==> config.mk <==
export PLATFORM = sky130hd
export DESIGN_NAME = cpu_control
export DESIGN_NICKNAME = d
export VERILOG_FILES = /design/src/rtl/cpu_pkg.sv /design/src/rtl/cpu_decoder.sv /design/src/rtl/cpu_control.sv
export SDC_FILE = /design/constraint.sdc
export NUM_CORES = 1
export LEC_CHECK = 0
export ABC_AREA = 1
export BUFFER_PORTS_ARGS = -buffer_cell sky130_fd_sc_hd__buf_2
export CAP_MARGIN = 20
export CORE_ASPECT_RATIO = 0.8
export CORE_MARGIN = 2
export CORE_UTILIZATION = 35
export CTS_CLUSTER_DIAMETER = 60
export DETAILED_ROUTE_END_ITERATION = 10
export GPL_TIMING_DRIVEN = 0
export SLEW_MARGIN = 5
export SYNTH_ARGS = -nofsm -noshare
export SYNTH_HDL_FRONTEND = slang
export SYNTH_HIERARCHICAL = 1
export SYNTH_SLANG_ARGS = --single-unit
export TNS_END_PERCENT = 5
==> constraint.sdc <==
create_clock -name clk -period 2.4 [get_ports clk]
set_clock_uncertainty 0.2 [all_clocks]
set_input_delay 0.48 -clock clk [delete_from_list [all_inputs] [get_ports clk]]
set_output_delay 0.48 -clock clk [all_outputs]
set_load 0.05 [all_outputs]
==> src/rtl/cpu_pkg.sv <==
// Shared definitions for the accumulator sequencer: opcodes, ALU selects, FSM states.
package cpu_pkg;

  localparam logic [2:0] OP_NOP  = 3'b000;
  localparam logic [2:0] OP_LDI  = 3'b001;
  localparam logic [2:0] OP_ADD  = 3'b010;
  localparam logic [2:0] OP_SUB  = 3'b011;
  localparam logic [2:0] OP_AND  = 3'b100;
  localparam logic [2:0] OP_OR   = 3'b101;
  localparam logic [2:0] OP_JC   = 3'b110;
  localparam logic [2:0] OP_HALT = 3'b111;

  // ALU selects, shared with the datapath ALU
  localparam logic [1:0] ALU_ADD = 2'b00;
  localparam logic [1:0] ALU_SUB = 2'b01;
  localparam logic [1:0] ALU_AND = 2'b10;
  localparam logic [1:0] ALU_OR  = 2'b11;

  typedef enum logic [1:0] {
    S_IDLE  = 2'b00,
    S_FETCH = 2'b01,
    S_EXEC  = 2'b10,
    S_HALT  = 2'b11
  } state_t;

endpackage

==> src/rtl/cpu_decoder.sv <==
// Combinational instruction decode; every control is quiet unless exec is high.
module cpu_decoder
  import cpu_pkg::*;
(
  input  logic [2:0] opcode,
  input  logic       exec,
  output logic       mux_sel,
  output logic       load,
  output logic [1:0] alu_sel,
  output logic       is_jump,
  output logic       is_halt,
  output logic       upd_carry
);

  // Map opcode to datapath controls and sequencing hints during EXEC only
  always_comb begin
    mux_sel   = 1'b0;
    load      = 1'b0;
    alu_sel   = ALU_ADD;
    is_jump   = 1'b0;
    is_halt   = 1'b0;
    upd_carry = 1'b0;
    if (exec) begin
      case (opcode)
        OP_LDI:  load = 1'b1;
        OP_ADD:  begin mux_sel = 1'b1; load = 1'b1; alu_sel = ALU_ADD; upd_carry = 1'b1; end
        OP_SUB:  begin mux_sel = 1'b1; load = 1'b1; alu_sel = ALU_SUB; upd_carry = 1'b1; end
        OP_AND:  begin mux_sel = 1'b1; load = 1'b1; alu_sel = ALU_AND; end
        OP_OR:   begin mux_sel = 1'b1; load = 1'b1; alu_sel = ALU_OR;  end
        OP_JC:   is_jump = 1'b1;
        OP_HALT: is_halt = 1'b1;
        default: ;
      endcase
    end
  end

endmodule

==> src/rtl/cpu_control.sv <==
// Two-cycle-per-instruction sequencer (FETCH, EXEC) driving the accumulator datapath.
module cpu_control
  import cpu_pkg::*;
#(
  parameter int ADDR_W = 4,
  parameter int DATA_W = 4
) (
  input  logic              clk,
  input  logic              rst_n,
  input  logic              start,
  output logic [ADDR_W-1:0] instr_addr,
  input  logic [7:0]        instr_data,
  input  logic              carry_in,
  output logic [DATA_W-1:0] imm_out,
  output logic              mux_sel,
  output logic              load,
  output logic [1:0]        alu_sel,
  output logic              busy,
  output logic              halted
);

  state_t            state, state_nx;
  logic [ADDR_W-1:0] pc, pc_nx;
  logic [7:0]        instr, instr_nx;
  logic              carry_flag, carry_nx;
  logic              is_jump, is_halt, upd_carry;

  cpu_decoder u_dec (
    .opcode    (instr[7:5]),
    .exec      (state == S_EXEC),
    .mux_sel   (mux_sel),
    .load      (load),
    .alu_sel   (alu_sel),
    .is_jump   (is_jump),
    .is_halt   (is_halt),
    .upd_carry (upd_carry)
  );

  assign instr_addr = pc;
  assign imm_out    = DATA_W'(instr[3:0]);
  assign busy       = (state == S_FETCH) || (state == S_EXEC);
  assign halted     = (state == S_HALT);

  // State, PC, instruction and carry registers
  always_ff @(posedge clk or negedge rst_n) begin
    if (!rst_n) begin
      state      <= S_IDLE;
      pc         <= '0;
      instr      <= '0;
      carry_flag <= 1'b0;
    end else begin
      state      <= state_nx;
      pc         <= pc_nx;
      instr      <= instr_nx;
      carry_flag <= carry_nx;
    end
  end

  // Next-state: start only honoured when not busy; carry sampled at end of ADD/SUB
  always_comb begin
    state_nx = state;
    pc_nx    = pc;
    instr_nx = instr;
    carry_nx = carry_flag;
    case (state)
      S_IDLE, S_HALT: begin
        if (start) begin
          pc_nx    = '0;
          carry_nx = 1'b0;
          state_nx = S_FETCH;
        end
      end
      S_FETCH: begin
        instr_nx = instr_data;
        state_nx = S_EXEC;
      end
      S_EXEC: begin
        if (upd_carry) carry_nx = carry_in;
        if (is_halt) begin
          state_nx = S_HALT;
        end else begin
          state_nx = S_FETCH;
          if (is_jump && carry_flag) pc_nx = ADDR_W'(instr[3:0]);
          else                       pc_nx = pc + ADDR_W'(1);
        end
      end
      default: state_nx = S_IDLE;
    endcase
  end

endmodule

Yosys cells after proc, flatten, opt, wreduce, memory -nomap -nowiden --
Cells that the tools add are included.
Operators by class: reduce and logical (&&, ||, !) cells 10, mux-type cells 22, equal/unequal tests 13, add/subtract/negate cells 1
Operators by type and width (number):
- $eq A3 B3 Y1 const B | 4
- $mux W1 | 12
- $mux W4 | 3
- $pmux W2 S3 | 2
- $pmux W4 S2 | 1
- $eq A3 B2 Y1 const B | 2
- $mux W2 | 3
- $ne A2 B2 Y1 const B | 3
- $reduce_and A3 Y1 | 2
- $reduce_or A5 Y1 | 1
- $add A4 B1 Y4 const B | 1
- $eq A2 B2 Y1 const B | 2
- $reduce_or A2 Y1 | 2
- $reduce_or A4 Y1 | 1
- $eq A3 B1 Y1 const B | 1
- $eq A2 B1 Y1 const B | 1
- $logic_not A2 Y1 | 1
- $pmux W1 S2 | 1
- $reduce_bool A2 Y1 | 1
- $logic_and A1 B1 Y1 | 1
- $logic_or A1 B1 Y1 | 1
Storage, ports and cells: output and inout port bits 14, logic and storage cells 50, register bits after elaboration 15

Logic depth before layout (Yosys ltp) --
Gate-level depths: netlist (run 1).
word-level depth 7, depth in mapped cells 10, gate-level depth less buffers 10

Hierarchy --
The synthesis (run 1) kept the hierarchy.
By module, submodules not included:
- cpu_control | times used 1, area an instance 744.5 um^2, cells each 90
- cpu_decoder | times used 1, area an instance 88.8 um^2, cells each 17

Worst setup path before layout (run 1) --
Ideal clock, no wire load.
path type flip-flop to output port, start point register state[0], end point output port alu_sel[1], cell stages (with the launch flop) 5, arrival 1.554 ns, setup slack 0.166 ns, buffers on the path 0, path through dfrtp_1 > inv_1 > ha_1 > nand2_2 > nor2_1
Between the ends: word-level cells in the longest chain between the ends 2
RTL lines:
- start: declaration | line cpu_control.sv:22 | state_t state, state_nx;
- start signal: assignment | line cpu_control.sv:52 | state <= state_nx;
- $eq A2 B2 Y1 | line cpu_control.sv:30 | .exec (state == S_EXEC),
- $mux W2 | line cpu_decoder.sv:23 | if (exec) begin
- end: declaration | line cpu_control.sv:17 | output logic [1:0] alu_sel,
Every way passes these cells.

Final worst setup path (run 1) --
start point register state[0], end point output port load
Between the ends: word-level cells in the longest chain between the ends 2
RTL lines:
- $eq A2 B2 Y1 | line cpu_control.sv:30
- $mux W1 | line cpu_decoder.sv:23
- end: declaration | line cpu_control.sv:16 | output logic load,
Every way passes these cells.

==> impl_metrics.yaml, run 1 <==
finish:
  fin_nets: 153
  postLayoutCoreUtil: 0.464
  postLayoutCellArea_um2: 1020
  area_delta_synth_final_pct: 22.4
  post_route_cells_drive_above_1_share: 0.319
  diodes: 0
  fillers: 229
route:
  drt_iter0_markers: 16
  via_per_inst: 4.58
  topRoutingLayerUsed: "met4"
  drt-wirelength-per-cell_um: 10.3
  drc_errors: 0
  first_pass_iters: 4
  wirelength_met1_um: 781
  wl_met3_um: 77
  totalWireLength_mm: 1.64
  vias: 732
  drtAntennaViolNets: 0
  route.met2.wl_um: 768
global_route:
  track_usage: 0.136
  grt_pass1_wl_mm: 2.77
  grt_max_degree: 15
  grt-ovfl-total: 0
  antenna_found_initial: 0
  first_global_vias: 644
floorplanning:
  chipHeight_um: 47.6
  dieArea_um2: 2790
  start_util: 0.379
  core_um2: 2200
  ios: 26
  num_rows: 15
  die-width_um: 58.6
pwr:
  p_per_area_nw_per_um2: 1360
  ir_worst_vdd_v: 0.000636
  p_leak_nw: 0.579
critical_path:
  r2r-start: "state[0]"
  regToRegSetupSlack_ns: 0.62
  max_stage_delay_ns: 0.41
  rr_endpoint: "instr_addr[2]"
  setup.worst_path.end_class: "output port"
  critPathKind: "flip-flop to output port"
  arrival_ns: 1.56
  crit_fanout: 10
  path_cells: "inv_1 > ha_2 > nand2_2 > o21ai_2 > buf_2"
  r2r_cells: 9
  required_ns: 1.72
  critPathSlowestCell: "dfrtp_1"
  crit_path_start_kind: "flip-flop"
hold_path:
  worstHoldStart: "instr_data[2]"
  holdPathStages: 3
  hp-class: "input port to flip-flop"
  hold_end: "instr[2]"
place:
  post_dp_cell_area_um2: 985
  place_hpwl_mm: 1.28
  portBuffers: 24
  place_ws_ns: 0.329
  gp_congestion: 0.766
synthesis:
  synth-edff-count: 0
  async_flop_share: 1.00
  ys_seq_area_frac: 0.420
  synth.yosys.warnings: 6
  yosysTopAreaCell: "dfrtp_1"
  synth_area_leaders: "dfrtp_1 42%, nand2_1 18%, ha_1 6.0%"
  synth_area_um2: 833
  syn_inst: 107
  yosys-top-cells-count: "40 x nand2_1, 14 x dfrtp_1, 12 x inv_1"
  syn-num-nets: 123
  synth_flop_cell: "dfrtp_1"
  synth.top_cell.area_share: 0.420
  ys_ff_latch: 14
  ys_types: 24
  yosysMostFrequentCell: "nand2_1"
  syn_area_per_cell_um2: 7.79
status:
  status: "complete, no violations"
clock_tree:
  insertion_delay_ns: 0.28
  cts_root_buffer: "clkbuf_4"
  clk_pin_slew_ns: 0.09
  clockBufferDepth: 2
  cts_buffers: 3
  cts_tree: "yes"
  cts_setup_buffers: 0
  htree_levels: 1
  cts.sinks: 14
timing:
  slew_violations: 0
  post-route-period-util: 0.935
  slew-limit-headroom: 0.779
  max_freq_ghz: 0.445
  period_minus_slack_ns: 2.24
  hold_slack_ns: 0.194
  setup_slack_ns: 0.155
  worst_pin_slew_ns: 0.332
  finalSetupTns_ns: 0
  grt_setup_unrepaired: "no"
  hold_viol_final: 0
  setup_viol: 0
flow_run:
  cap_violations: 0
==> per-stage QoR <==
stage	std cells	total power [W]
global route	160	0.00151
finish	160	0.00139
global placement	156	0.00124
CTS	160	0.00140
detailed placement	156	0.00126
floorplan	107	0.00109
==> flip-flops by register name, summed over array words and instances, names as in the netlist <==
signal and count:
carry_flag 1, instr 7, instr_addr 4, state 2
==> power by group <==
group | leakage, nW | switching, W | internal, W
sequential | 0.179 | 0.0000851 | 0.000326
clock | 0.0138 | 0.0000767 | 0.0000581
combinational | 0.386 | 0.000595 | 0.000244
==> metal layers <==
metal,up-vias,GRT usage
met3,2,0.0243
met5,-,0
met1,325,0.182
met4,0,0.0837
li1,392,-
met2,13,0.209
==> cell usage in the layout (no fill, tap or decap) <==
cell type | Yosys | layout
o211ai_1 | 2 | 2
dfrtp_1 | 14 | 14
nand2_1 | 40 | 40
o21ai_1 | 3 | 3
o21ai_2 | 2 | 2
a21oi_2 | 1 | 1
o31ai_1 | 1 | 1
nand2_4 | 1 | 1
nor2_1 | 5 | 5
inv_1 | 12 | 12
nand3_1 | 4 | 4
inv_2 | 2 | 2
a21oi_1 | 1 | 1
buf_4 | 4 | 4
nand3_4 | 1 | 1
clkbuf_4 | 0 | 3
ha_2 | 0 | 1
nor2_2 | 1 | 1
buf_2 | 1 | 25
nand4_1 | 1 | 1
o22ai_1 | 1 | 1
dlygate4sd3_1 | 0 | 1
xnor2_1 | 1 | 1
o21ai_0 | 3 | 3
nand3_2 | 1 | 1
nand2_2 | 1 | 1
ha_1 | 4 | 3
==> critical path, delay by kind of cell, from the launching register on <==
| family | cells | cell delay, ns |
|---|---|---|
| simple gates | 1 | 0.12 |
| compound gates | 1 | 0.11 |
| buf+inv | 2 | 0.34 |
| flops | 1 | 0.41 |
| fa+ha+maj | 1 | 0.30 |
==> kinds of logic after synthesis <==
family	synth area share
simple gates	0.296
compound gates	0.108
buf+inv	0.105
flops	0.420
fa+ha+maj	0.0601
xor+xnor	0.0105
==> worst max-delay path by stage <==
stage | depth (start not counted) | start | slack (ns) | to
2_1_floorplan | 4 | state[0] | 0.17 | alu_sel[1]
3_3_place_gp | 5 | state[0] | 0.36 | load
3_5_place_dp | 5 | state[0] | 0.33 | load
4_1_cts | 5 | state[0] | 0.006 | load
5_1_grt | 5 | state[0] | 0.03 | load
6_report | 5 | state[0] | 0.16 | load
==> repair_timing <==
action                                  CTS  global route
hold endpoints to repair                 14             0
hold buffers                              1             0
resized for setup                         0             1
endpoints found under the setup margin    0             4
==> cell type report <==
class	instances	area (um^2)	area share
flip-flops and latches	14	350	0.344
well taps	25	31.3	0.0307
inverters	14	52.6	0.0515
plain buffers	5	35.0	0.0344
multi-input cells	74	398	0.390
repair buffers	25	130	0.128
clock buffers	3	22.5	0.0221
(Power assumes the default switching activity.)
==> run 2, diff against run 1 <==
--- a/config.mk
+++ b/config.mk
@@ -6,7 +6,7 @@
 export NUM_CORES = 1
 export LEC_CHECK = 0
 export ABC_AREA = 1
-export BUFFER_PORTS_ARGS = -buffer_cell sky130_fd_sc_hd__buf_2
+export BUFFER_PORTS_ARGS = -buffer_cell sky130_fd_sc_hd__clkbuf_2
 export CAP_MARGIN = 20
 export CORE_ASPECT_RATIO = 0.8
 export CORE_MARGIN = 2
==> impl_metrics.yaml, run 2 (synthesis results as in run 1) <==
pwr:
  total_power_w: 0.00139
  ir_worst_vdd_v: 0.000641
  p_per_area_nw_per_um2: 1360
  p_leak_nw: 0.574
floorplanning:
  die-width_um: 58.6
  dieArea_um2: 2790
  start_util: 0.379
  num_rows: 15
  ios: 26
  chipHeight_um: 47.6
  core_um2: 2200
global_route:
  first_global_vias: 628
  grt_pass1_wl_mm: 2.83
  grt_max_degree: 15
  use_met2: 0.222
  track_usage: 0.139
  grt_use_met3: 0.0459
  globalRouteMet1Util: 0.183
  top_usage_layer: "met2"
  antenna_found_initial: 0
  grt-ovfl-total: 0
clock_tree:
  cts_tree: "yes"
  clockBufferDepth: 2
  htree_levels: 1
  cts_buffers: 3
  clk_pin_slew_ns: 0.08
  cts.sinks: 14
  cts_root_buffer: "clkbuf_4"
  insertion_delay_ns: 0.27
critical_path:
  crit_path_start_kind: "flip-flop"
  crit_fanout: 10
  setup.worst_path.end_class: "output port"
  required_ns: 1.72
  critPathKind: "flip-flop to output port"
  arrival_ns: 1.58
  regToRegSetupSlack_ns: 0.59
finish:
  fin_nets: 153
  multiInputGateArea_um2: 398
  area_delta_synth_final_pct: 22.4
  register_area_um2: 350
  final_common_cell: "nand2_1"
  diodes: 0
  post_route_cells_drive_above_1_share: 0.319
  top_register: "instr"
  postLayoutCoreUtil: 0.464
  fillers: 231
  mostFrequentLayoutCells: "40 x nand2_1, 24 x clkbuf_2, 14 x dfrtp_1, 12 x inv_1, 5 x nor2_1"
  largest_reg_flops: 7
timing:
  slew_violations: 0
  post-route-period-util: 0.942
  grt_setup_unrepaired: "no"
  finalSetupTns_ns: 0
  worst_pin_slew_ns: 0.371
  period_minus_slack_ns: 2.26
  setup_viol: 0
  slew-limit-headroom: 0.753
  hold_viol_final: 0
  hold_slack_ns: 0.198
  max_freq_ghz: 0.442
place:
  place_hpwl_mm: 1.32
  gp_congestion: 0.759
  portBuffers: 24
route:
  totalWireLength_mm: 1.68
  drt-wirelength-per-cell_um: 10.5
  via_per_inst: 4.69
  first_pass_iters: 4
  vias: 750
  drtAntennaViolNets: 0
  drc_errors: 0
  drt_iter0_markers: 15
flow_run:
  cap_violations: 0
status:
  status: "complete, no violations"
hold_path:
  hp-class: "input port to flip-flop"
run 2: cell count changes in the layout (fill, tap and decap cells not counted):
cell	change
buf_2	-24
clkbuf_2	+24
run 2: repair_timing:
item                       4_1_cts  5_1_grt
hold endpoints to repair        14        0
resized for setup                1        0
hold buffers                     1        0
buffers inserted                 0        0
setup endpoints to repair        2        0
run 2: critical path, cell delays in order (launching register included):
cell and delay (ns):
dfrtp_1 0.41, inv_1 0.08, ha_2 0.31, nand2_2 0.11, o21ai_2 0.11, clkbuf_2 0.28
run 2: routing by layer:
layer / routed length, um / share of wire
met3: 75 / 0.045
met5: 0 / 0
met1: 789 / 0.47
met4: 12 / 0.0071
met2: 803 / 0.48
run 2: worst paths after layout:
| check | end | from | cells after the start |
|---|---|---|---|
| worst max-delay path | mux_sel | state[0] | 5 |
| worst min-delay path | instr[2] | instr_data[2] | 3 |
| worst max register to register | instr_addr[3] | state[0] | 9 |
| worst min register to register | carry_flag | carry_flag | 2 |
| max in group asynchronous | state[1] | rst_n | 2 |
| min in group asynchronous | instr[2] | rst_n | 2 |
run 2: layout make-up:
class / instances / share of cell area
multi-input combinational: 74 / 0.390
sequential: 14 / 0.344
timing repair buffer: 25 / 0.128
inverter: 14 / 0.0515
buffer: 5 / 0.0344
tap: 25 / 0.0307
clock buffer: 3 / 0.0221
run 2: power breakdown:
part	total (W)	switching (W)	internal (W)
sequential	0.000410	0.0000847	0.000326
clock	0.000132	0.0000743	0.0000581
combinational	0.000843	0.000600	0.000243
total	0.00139	0.000759	0.000626
run 2: through the flow:
stage / cell area (um^2) / cells / worst slack (ns)
global placement: 985 / 156 / 0.338
detailed placement: 985 / 156 / 0.287
floorplan: 833 / 107 / 0.166
global route: 1020 / 160 / 0.0224
CTS: 1020 / 160 / 0.104
finish: 1020 / 160 / 0.138
==> run 3, diff against run 2 <==
--- a/config.mk
+++ b/config.mk
@@ -8,7 +8,7 @@
 export ABC_AREA = 1
 export BUFFER_PORTS_ARGS = -buffer_cell sky130_fd_sc_hd__clkbuf_2
 export CAP_MARGIN = 20
-export CORE_ASPECT_RATIO = 0.8
+export CORE_ASPECT_RATIO = 1.1
 export CORE_MARGIN = 2
 export CORE_UTILIZATION = 35
 export CTS_CLUSTER_DIAMETER = 60
==> impl_metrics.yaml, run 3 (synthesis results as in run 1) <==
timing:
  setup_slack_ns: 0.128
  finalSetupTns_ns: 0
  max_freq_ghz: 0.440
  worst_pin_slew_ns: 0.352
  grt_setup_unrepaired: "no"
  setup_viol: 0
  slew-limit-headroom: 0.766
  period_minus_slack_ns: 2.27
  slew_violations: 0
  post-route-period-util: 0.947
  hold_viol_final: 0
pwr:
  p_per_area_nw_per_um2: 1350
  p_leak_nw: 0.574
  ir_worst_vdd_v: 0.000552
flow_run:
  cap_violations: 0
route:
  vias: 725
  totalWireLength_mm: 1.66
  drt-wirelength-per-cell_um: 10.0
  drt_iter0_markers: 6
  drc_errors: 0
  first_pass_iters: 4
  via_per_inst: 4.39
  drtAntennaViolNets: 0
global_route:
  grt_max_degree: 15
  grt-ovfl-total: 0
  antenna_found_initial: 0
  grt_pass1_wl_mm: 2.75
  first_global_vias: 679
  track_usage: 0.133
place:
  post_dp_cell_area_um2: 991
  place_inst: 161
  place_hpwl_mm: 1.32
  gp_congestion: 0.795
  portBuffers: 24
  place_ws_ns: 0.316
floorplanning:
  ios: 26
  die-width_um: 50.5
  dieArea_um2: 2790
  chipHeight_um: 55.2
  core_um2: 2250
  num_rows: 18
  start_util: 0.370
clock_tree:
  cts_buffers: 3
  htree_levels: 1
  cts_root_buffer: "clkbuf_4"
  cts_tree: "yes"
  cts.sinks: 14
  clockBufferDepth: 2
  insertion_delay_ns: 0.27
  clk_pin_slew_ns: 0.08
finish:
  register_area_um2: 350
  fin_nets: 153
  largest_reg_flops: 7
  postLayoutCoreUtil: 0.456
  final_common_cell: "nand2_1"
  area_delta_synth_final_pct: 23.1
  diodes: 0
  mostFrequentLayoutCells: "40 x nand2_1, 24 x clkbuf_2, 14 x dfrtp_1, 12 x inv_1, 5 x nor2_1"
  multiInputGateArea_um2: 398
  stdcell_count: 165
  top_register: "instr"
  fillers: 233
  postLayoutCellArea_um2: 1030
  post_route_cells_drive_above_1_share: 0.319
critical_path:
  crit_path_start_kind: "flip-flop"
  required_ns: 1.72
  crit_fanout: 10
  critPathKind: "flip-flop to output port"
  arrival_ns: 1.59
  setup.worst_path.end_class: "output port"
hold_path:
  hp-class: "input port to flip-flop"
status:
  status: "complete, no violations"
run 3: area by class of cell:
cell class | instances | area share
Sequential cell | 14 | 0.341
Timing Repair Buffer | 25 | 0.127
Buffer | 5 | 0.0341
Clock buffer | 3 | 0.0220
Multi-Input combinational cell | 74 | 0.388
Tap cell | 30 | 0.0366
Inverter | 14 | 0.0512
run 3: power by group:
| group | internal (W) | switching, W |
|---|---|---|
| registers | 0.000326 | 0.0000838 |
| clock network | 0.0000579 | 0.0000701 |
| logic | 0.000243 | 0.000604 |
run 3: metrics by stage:
| stage | hold WS [ns] | total power [W] |
|---|---|---|
| after floorplan | -0.0156 | 0.00109 |
| after global placement | 0.203 | 0.00124 |
| after detailed placement | 0.204 | 0.00127 |
| after CTS | 0.202 | 0.00140 |
| after global routing | 0.203 | 0.00150 |
| final | 0.206 | 0.00138 |
run 3: critical path, cell delays in order (launching register included):
cell,delay [ns]
dfrtp_1,0.41
inv_1,0.09
ha_2,0.31
nand2_2,0.11
nor2_1,0.12
clkbuf_2,0.30
run 3: per-layer routing:
layer | vias to the layer above | wire [um] | track usage
met5 | - | 0 | 0
met2 | 15 | 827 | 0.239
met3 | 4 | 47 | 0.0161
li1 | 390 | - | -
met1 | 316 | 748 | 0.159
met4 | 0 | 34 | 0.0676
run 3: what timing repair did:
item,4_1_cts,5_1_grt
hold buffers,1,0
endpoints found under the setup margin,0,4
resized for setup,0,1
endpoints found under the hold margin,14,0
buffers inserted,0,0
run 3: worst paths after layout:
path | slack (ns) | endpoint | cells after the start | from
setup / recovery | 0.13 | alu_sel[1] | 5 | state[0]
hold / removal | 0.21 | instr[7] | 3 | instr_data[7]
setup reg to reg | 0.61 | instr_addr[3] | 9 | state[0]
hold reg to reg | 0.31 | instr[1] | 2 | instr[1]
max in group asynchronous | 1.30 | instr[6] | 2 | rst_n
min in group asynchronous | 0.44 | instr_addr[0] | 2 | rst_n
